<file path="config.mk">
export PLATFORM = sky130hd
export DESIGN_NAME = led_pwm_dimmer
export DESIGN_NICKNAME = d
export VERILOG_FILES = /design/src/rtl/led_pwm_pkg.sv /design/src/rtl/led_pwm_channel.sv /design/src/rtl/led_pwm_dimmer.sv
export SDC_FILE = /design/constraint.sdc
export NUM_CORES = 1
export LEC_CHECK = 0
export CORE_UTILIZATION = 30
export DETAILED_ROUTE_END_ITERATION = 10
export PLACE_DENSITY_LB_ADDON = 0.1
export SYNTH_ARGS = -nofsm -noshare
export SYNTH_HDL_FRONTEND = slang
export SYNTH_SLANG_ARGS = --single-unit
</file>
<file path="constraint.sdc">
create_clock -name CLK -period 5.85 [get_ports CLK]
set_clock_uncertainty 0.1 [all_clocks]
set_input_delay 1.17 -clock CLK [delete_from_list [all_inputs] [get_ports CLK]]
set_output_delay 1.17 -clock CLK [all_outputs]
set_load 0.02 [all_outputs]
</file>
<file path="src/rtl/led_pwm_pkg.sv">
// Shared constants and helpers for the LED PWM dimmer.
package led_pwm_pkg;

    // Per-channel duty source selector
    localparam logic MODE_STATIC = 1'b0;
    localparam logic MODE_BREATH = 1'b1;

    // Default build parameters
    localparam int DEFAULT_N_CH       = 2;
    localparam int DEFAULT_WIDTH      = 8;
    localparam int DEFAULT_PRESCALE   = 4;
    localparam int DEFAULT_BREATH_DIV = 2;

    // Next breathing direction (1 = down).
    // The level always moves one step in the returned direction, so the
    // endpoints are visited once: up at the top turns down, down at zero
    // turns up.
    function automatic logic breath_next_dir(input logic dir_down,
                                             input logic at_top,
                                             input logic at_bottom);
        logic nxt;
        nxt = dir_down;
        if (!dir_down && at_top) begin
            nxt = 1'b1;
        end else if (dir_down && at_bottom) begin
            nxt = 1'b0;
        end
        return nxt;
    endfunction

endpackage

</file>
<file path="src/rtl/led_pwm_channel.sv">
// One PWM output channel: per-period shadow duty, compare and LED flop.
module led_pwm_channel
    import led_pwm_pkg::*;
#(
    parameter int WIDTH = DEFAULT_WIDTH
) (
    input  logic             clk,
    input  logic             rst,
    input  logic             en,
    input  logic             wrap,
    input  logic             mode,
    input  logic [WIDTH-1:0] pwm_cnt,
    input  logic [WIDTH-1:0] duty,
    input  logic [WIDTH-1:0] breath_level,
    output logic             led
);

    logic [WIDTH-1:0] shadow_duty;

    // Load the duty for the coming period at the wrap so mid-period edits
    // cannot glitch the output; compare against the shared counter.
    always_ff @(posedge clk) begin
        if (rst) begin
            shadow_duty <= '0;
            led         <= 1'b0;
        end else begin
            if (wrap) begin
                shadow_duty <= (mode == MODE_BREATH) ? breath_level : duty;
            end
            led <= en & (pwm_cnt < shadow_duty);
        end
    end

endmodule

</file>
<file path="src/rtl/led_pwm_dimmer.sv">
// Multi-channel LED PWM dimmer with static and breathing duty modes.
// Prescaler, PWM counter and breathing ramp are shared by all channels.
module led_pwm_dimmer
    import led_pwm_pkg::*;
#(
    parameter int N_CH       = DEFAULT_N_CH,
    parameter int WIDTH      = DEFAULT_WIDTH,
    parameter int PRESCALE   = DEFAULT_PRESCALE,
    parameter int BREATH_DIV = DEFAULT_BREATH_DIV
) (
    input  logic                  CLK,
    input  logic                  RST,
    input  logic                  EN,
    input  logic [N_CH*WIDTH-1:0] DUTY,
    input  logic [N_CH-1:0]       MODE,
    output logic [N_CH-1:0]       LED,
    output logic                  PERIOD_START,
    output logic                  USBPU
);

    localparam int PRE_W = (PRESCALE > 1) ? $clog2(PRESCALE) : 1;
    localparam int DIV_W = (BREATH_DIV > 1) ? $clog2(BREATH_DIV) : 1;
    localparam logic [PRE_W-1:0] PRE_LAST = PRE_W'(PRESCALE - 1);
    localparam logic [DIV_W-1:0] DIV_LAST = DIV_W'(BREATH_DIV - 1);
    localparam logic [WIDTH-1:0] CNT_LAST = '1;

    logic [PRE_W-1:0] prescaler;
    logic [WIDTH-1:0] pwm_cnt;
    logic [WIDTH-1:0] breath_level;
    logic             breath_dir_down;
    logic [DIV_W-1:0] breath_div_cnt;
    logic             tick;
    logic             wrap;
    logic             breath_step;
    logic             breath_dir_nxt;

    assign tick        = EN && (prescaler == PRE_LAST);
    assign wrap        = tick && (pwm_cnt == CNT_LAST);
    assign breath_step = wrap && (breath_div_cnt == DIV_LAST);

    assign breath_dir_nxt = breath_next_dir(breath_dir_down,
                                            breath_level == CNT_LAST,
                                            breath_level == '0);

    // USB is not used on this board; keep the pull-up off.
    assign USBPU = 1'b0;

    // Shared timebase: prescaler, PWM counter and the registered wrap strobe.
    always_ff @(posedge CLK) begin
        if (RST) begin
            prescaler    <= '0;
            pwm_cnt      <= '0;
            PERIOD_START <= 1'b0;
        end else begin
            PERIOD_START <= wrap;
            if (EN) begin
                prescaler <= tick ? '0 : prescaler + 1'b1;
            end
            if (tick) begin
                pwm_cnt <= pwm_cnt + 1'b1;
            end
        end
    end

    // Breathing ramp: one level step every BREATH_DIV periods. Channels latch
    // the level on the same wrap, so they see the pre-step value.
    always_ff @(posedge CLK) begin
        if (RST) begin
            breath_div_cnt  <= '0;
            breath_level    <= '0;
            breath_dir_down <= 1'b0;
        end else if (wrap) begin
            breath_div_cnt <= (breath_div_cnt == DIV_LAST) ? '0 : breath_div_cnt + 1'b1;
            if (breath_step) begin
                breath_dir_down <= breath_dir_nxt;
                breath_level    <= breath_dir_nxt ? breath_level - 1'b1
                                                  : breath_level + 1'b1;
            end
        end
    end

    for (genvar i = 0; i < N_CH; i++) begin : g_ch
        led_pwm_channel #(
            .WIDTH(WIDTH)
        ) u_ch (
            .clk         (CLK),
            .rst         (RST),
            .en          (EN),
            .wrap        (wrap),
            .mode        (MODE[i]),
            .pwm_cnt     (pwm_cnt),
            .duty        (DUTY[i*WIDTH +: WIDTH]),
            .breath_level(breath_level),
            .led         (LED[i])
        );
    end

endmodule

</file>
==> results.yml, run 1 <==
final_layout:
  layout_commonest_cell: "nor2_1"
  diodes: 0
  syn2layout_area_growth_pct: 18.5
  final_area_mm2: 0.00265
  drive_gt1_frac: 0.0420
  final_nets: 329
  layout_common_cells: "nor2_1 (56), dfxtp_1 (39), a21oi_1 (32)"
  layout.cells.non_filler: 385
critical_path:
  required_ns: 5.98
  worstPathCellList: "clkdlybuf4s50_1 -> and4_1 -> nand3_1 -> nor2_1 -> a21oi_1 -> nor2_1"
  crit_start: "EN"
  worstPathMaxFanout: 32
  critPathBufInv: 1
  r2r-start: "breath_level[3]"
  crit_family: "simple AND/OR/NAND/NOR gates"
  regToRegEndpoint: "breath_level[7]"
  rr_worst_depth: 11
  worstSetupPathType: "primary input to register"
  cp.arrival_ns: 3.56
  critPathMostFrequentCell: "nor2_1"
  startpoint_type: "primary input"
  r2r_slack_ns: 3.08
  path_depth: 6
  slowest_delay_ns: 0.80
  cpMaxStageDelayCell: "nand3_1"
  cp-end-kind: "register"
  crit_end: "g_ch[0].u_ch.shadow_duty[6]"
sta:
  setup_ws_ns: 2.42
  slew_viol_final: 0
  hold_viol_final: 0
  slew_headroom: 0.275
  finalSetupTns_ns: 0
  worst_slew_pin_slew_ns: 1.08
  fmax_mhz: 292
  finalSetupViolations: 0
  rsz0062_at_grt: "no"
  finalCriticalPeriod_ns: 3.43
  post-route-period-util: 0.586
clocking:
  cts_sinks: 39
  clkTransAtPathRegs_ns: 0.08
  cts_tree: "yes"
  cts_buffers: 5
  h-tree-depth: 2
  postCtsHoldBufs: 0
  clock_latency_ns: 0.30
  cts_root_buf: "clkbuf_8"
  ctsLongestPathBuffers: 2
  ctsResizeCount: 0
  cts_setup_buffers: 0
global_routing:
  grt_remaining_overflow: 0
  grt_pass1_wl_um: 7730
  grt_max_degree: 39
  antenna_found_initial: 0
  grt_pass1_vias: 1592
  grt_use_total: 0.132
yosys:
  ys_ff_latch: 39
  ys_warn_count: 0
  syn-num-nets: 312
  syn-cell-area_mm2: 0.00223
  syn-instance-count: 268
  yosysSeqAreaShare: 0.350
  avgSynthCellArea_um2: 8.33
  yosysUniqueCellTypes: 31
power:
  leakage_nw: 1.10
  finalPower_mw: 0.536
  p_per_area_mw_per_mm2: 202
  max-vdd-ir-drop_v: 0.0000821
routing:
  routed_wl_um: 4680
  drt_first_pass_iters: 4
  first_iter_violations: 57
  vias: 1733
  drc_errors: 0
  routedWlPerCell_um: 12.1
  ant_nets: 0
  via_per_inst: 4.50
placed_design:
  finalWeightedCongestion: 0.705
  place_ws_ns: 2.11
  place_hpwl_um: 3460
  postPlaceCellArea_mm2: 0.00253
  dp_cells: 377
  port_buffers: 23
min_path:
  min_path_type: "register to register"
die:
  start_util: 0.309
  coreArea_mm2: 0.00721
  die_y_um: 88.3
  dieArea_mm2: 0.00779
  row_count: 31
  ios: 25
  die_x_um: 88.3
outcome:
  run_status: "complete, no violations"
flow_run:
  maxCapViolCount: 0
## tightest hold or removal path, delay by kind of cell, from the launching register on
kind,cells,cell delay [ns]
AO/OA/AOI/OAI,1,0.06
flip-flops,1,0.33
AND/OR/NAND/NOR,1,0.07
## registers in the layout, indices dropped and copies added (netlist names)
name / count
PERIOD_START: 1
pwm_cnt: 8
g_ch.u_ch.led: 2
prescaler: 2
g_ch.u_ch.shadow_duty: 16
breath_div_cnt: 1
breath_level: 8
breath_dir_down: 1
## worst min path at each step
stage,slack (ns),from,cells past startpoint,to
after floorplan,0.35,g_ch[0].u_ch.shadow_duty[1],2,g_ch[0].u_ch.shadow_duty[1]
after global placement,0.37,g_ch[0].u_ch.shadow_duty[3],2,g_ch[0].u_ch.shadow_duty[3]
after detailed placement,0.37,g_ch[0].u_ch.shadow_duty[3],2,g_ch[0].u_ch.shadow_duty[3]
after CTS,0.39,g_ch[0].u_ch.shadow_duty[3],2,g_ch[0].u_ch.shadow_duty[3]
after global routing,0.43,g_ch[1].u_ch.shadow_duty[3],2,g_ch[1].u_ch.shadow_duty[3]
final,0.39,g_ch[0].u_ch.shadow_duty[3],2,g_ch[0].u_ch.shadow_duty[3]
## area by class of cell
cell class / instances / area [um2]
clock inverter: 2 / 35.0
tap: 99 / 124
inverter: 16 / 60.1
timing repair buffer: 24 / 238
clock buffer: 6 / 82.6
multi-input combinational: 199 / 1330
fill: 758 / 4570
sequential: 39 / 781
## cells by family (layout without fill, tap and decap cells)
group           after synthesis  after routing  share of synthesized area
simple gates                 92             92                      0.190
fa+ha+maj                    23             23                      0.132
mux                          20             20                     0.0897
xor+xnor                     15             15                     0.0589
buf+inv                      30             48                     0.0566
compound gates               48             48                      0.121
flops                        39             39                      0.350
other cells                   1              1                    0.00168
## layer usage
| metal | part of all wire | track usage | up-vias |
|---|---|---|---|
| met3 | 0.024 | 0.0308 | 6 |
| met4 | 0.015 | 0.0484 | 0 |
| met1 | 0.52 | 0.185 | 767 |
| li1 | - | - | 940 |
| met5 | 0 | 0 | - |
| met2 | 0.44 | 0.199 | 20 |
## synthesized netlist by cell type
library cell / number / area share
xor2_1: 9 / 0.035
a21oi_1: 32 / 0.072
nor3_1: 2 / 0.0045
nor4_1: 1 / 0.0028
nand4_4: 1 / 0.0095
nand2_1: 11 / 0.018
inv_1: 16 / 0.027
a21o_1: 6 / 0.020
clkbuf_1: 6 / 0.010
mux2i_1: 20 / 0.090
fa_1: 1 / 0.0090
a21oi_2: 1 / 0.0039
buf_4: 3 / 0.010
nand2b_1: 3 / 0.0084
buf_1: 3 / 0.0050
xnor2_1: 6 / 0.024
conb_1: 1 / 0.0017
buf_2: 2 / 0.0045
or3_1: 1 / 0.0028
ha_1: 22 / 0.12
o21ai_0: 4 / 0.0090
and3b_1: 1 / 0.0039
nand3_1: 8 / 0.018
dfxtp_1: 39 / 0.35
a31oi_1: 3 / 0.0084
nor2_1: 56 / 0.094
and4_1: 2 / 0.0078
and3_1: 1 / 0.0028
a211o_1: 2 / 0.0078
nor4_2: 1 / 0.0056
nand4_1: 4 / 0.011
## where the power goes
group / switching [mW] / internal (mW) / total, mW
Combinational: 0.0141 / 0.0185 / 0.0326
Sequential: 0.000825 / 0.266 / 0.267
Clock: 0.0976 / 0.138 / 0.236
Total: 0.112 / 0.423 / 0.536
## stage by stage
stage / util / hold slack [ns]
finish: 0.367 / 0.387
global route: 0.367 / 0.431
detailed placement: 0.350 / 0.373
CTS: 0.367 / 0.393
floorplan: - / 0.354
global placement: 0.350 / 0.366
Power figures use the tool's default switching activity.
==> inputs of run 2 (changes only) <==
clock period = 3 ns   (was 5.85 ns; I/O delays follow)
==> results.yml, run 2 (same netlist as run 1, synthesis figures left out) <==
final_layout:
  layout.cells.non_filler: 387
  final_util: 0.368
  final_nets: 332
  top_regs: "g_ch.u_ch.shadow_duty x16, breath_level x8, pwm_cnt x8"
  layout_commonest_cell: "nor2_1"
  syn2layout_area_growth_pct: 18.8
  fill_cells: 747
  drive_gt1_frac: 0.0451
  largest_reg_flops: 16
  diodes: 0
  regMostFlops: "g_ch.u_ch.shadow_duty"
  layout_common_cells: "nor2_1 (56), dfxtp_1 (39), a21oi_1 (32)"
routing:
  vias: 1805
  routed_wl_um: 4920
  first_iter_violations: 51
  via_per_inst: 4.66
  ant_nets: 0
  drc_errors: 0
  routedWlPerCell_um: 12.7
  drt_first_pass_iters: 4
critical_path:
  worstSetupPathType: "register to register"
  worstPathMaxFanout: 7
  cp.arrival_ns: 2.79
  rr_worst_depth: 11
  r2r-start: "breath_level[7]"
  cp-end-kind: "register"
  startpoint_type: "register"
  crit_start: "breath_level[7]"
  required_ns: 3.07
power:
  finalPower_mw: 1.02
  leakage_nw: 1.11
  p_per_area_mw_per_mm2: 383
  max-vdd-ir-drop_v: 0.000231
global_routing:
  antenna_found_initial: 0
  grt_max_degree: 38
  grt_remaining_overflow: 0
  grt_pass1_wl_um: 8450
  grt_use_total: 0.143
  grt_pass1_vias: 1752
clocking:
  cts_setup_buffers: 0
  h-tree-depth: 2
  cts_buffers: 5
  cts_root_buf: "clkbuf_8"
  cts_tree: "yes"
  ctsResizeCount: 0
  postCtsHoldBufs: 0
  clkTransAtPathRegs_ns: 0.08
  cts_sinks: 39
  clock_latency_ns: 0.29
  ctsLongestPathBuffers: 2
min_path:
  min_path_type: "register to register"
  min_path_cells: 2
  min_from: "g_ch[1].u_ch.shadow_duty[3]"
die:
  row_count: 31
  die_y_um: 88.3
  coreArea_mm2: 0.00721
  die_x_um: 88.3
  dieArea_mm2: 0.00779
  ios: 25
  start_util: 0.309
sta:
  hold_viol_final: 0
  finalCriticalPeriod_ns: 2.72
  finalSetupTns_ns: 0
  worst_slew_pin_slew_ns: 0.541
  finalSetupViolations: 0
  slew_headroom: 0.639
  rsz0062_at_grt: "no"
  slew_viol_final: 0
  fmax_mhz: 367
  post-route-period-util: 0.907
placed_design:
  dp_cells: 380
  place_hpwl_um: 3660
  port_buffers: 23
  finalWeightedCongestion: 0.876
outcome:
  run_status: "complete, no violations"
flow_run:
  maxCapViolCount: 0
-- run 2: power by group --
part / switching (mW) / internal (mW) / total, mW
sequential: 0.00155 / 0.519 / 0.521
combinational: 0.0285 / 0.0370 / 0.0655
clock: 0.187 / 0.244 / 0.431
-- run 2: path summary, 6_finish.rpt --
path                                               endpoint  slack, ns
worst min-delay path            g_ch[1].u_ch.shadow_duty[3]       0.39
worst max-delay path                        breath_level[6]       0.28
worst min register to register  g_ch[1].u_ch.shadow_duty[3]       0.39
worst max register to register              breath_level[6]       0.28
-- run 2: stage by stage --
step	hold WS [ns]	cell area [um2]	setup WS [ns]
global route	0.415	2650	0.0809
finish	0.388	2650	0.278
global placement	0.368	2550	0.318
CTS	0.394	2650	0.261
detailed placement	0.376	2550	0.279
floorplan	0.354	2230	0.510
-- run 2: critical path: stages (launching register included) --
cell	delay, ns
dfxtp_1	0.36
nor4_1	0.30
nand2_1	0.10
a21oi_2	0.20
inv_1	0.17
fa_1	0.44
a21o_1	0.18
a21oi_1	0.25
o21ai_0	0.16
xor2_1	0.16
mux2i_1	0.13
nor2_1	0.05
-- run 2: area by class of cell --
| cell class | instances | area [um2] | share of cell area |
|---|---|---|---|
| clock buffers | 6 | 72.6 | 0.0274 |
| multi-input cells | 199 | 1330 | 0.500 |
| well taps | 99 | 124 | 0.0467 |
| clock inverters | 1 | 30.0 | 0.0113 |
| repair buffers | 27 | 260 | 0.0981 |
| flip-flops and latches | 39 | 781 | 0.294 |
| inverters | 16 | 60.1 | 0.0226 |
-- run 2: metal layers --
layer | part of all wire | GRT usage | routed length [um]
met5 | 0 | 0 | 0
met4 | 0.012 | 0.0484 | 61
met3 | 0.029 | 0.0336 | 143
met2 | 0.46 | 0.234 | 2260
met1 | 0.50 | 0.184 | 2450
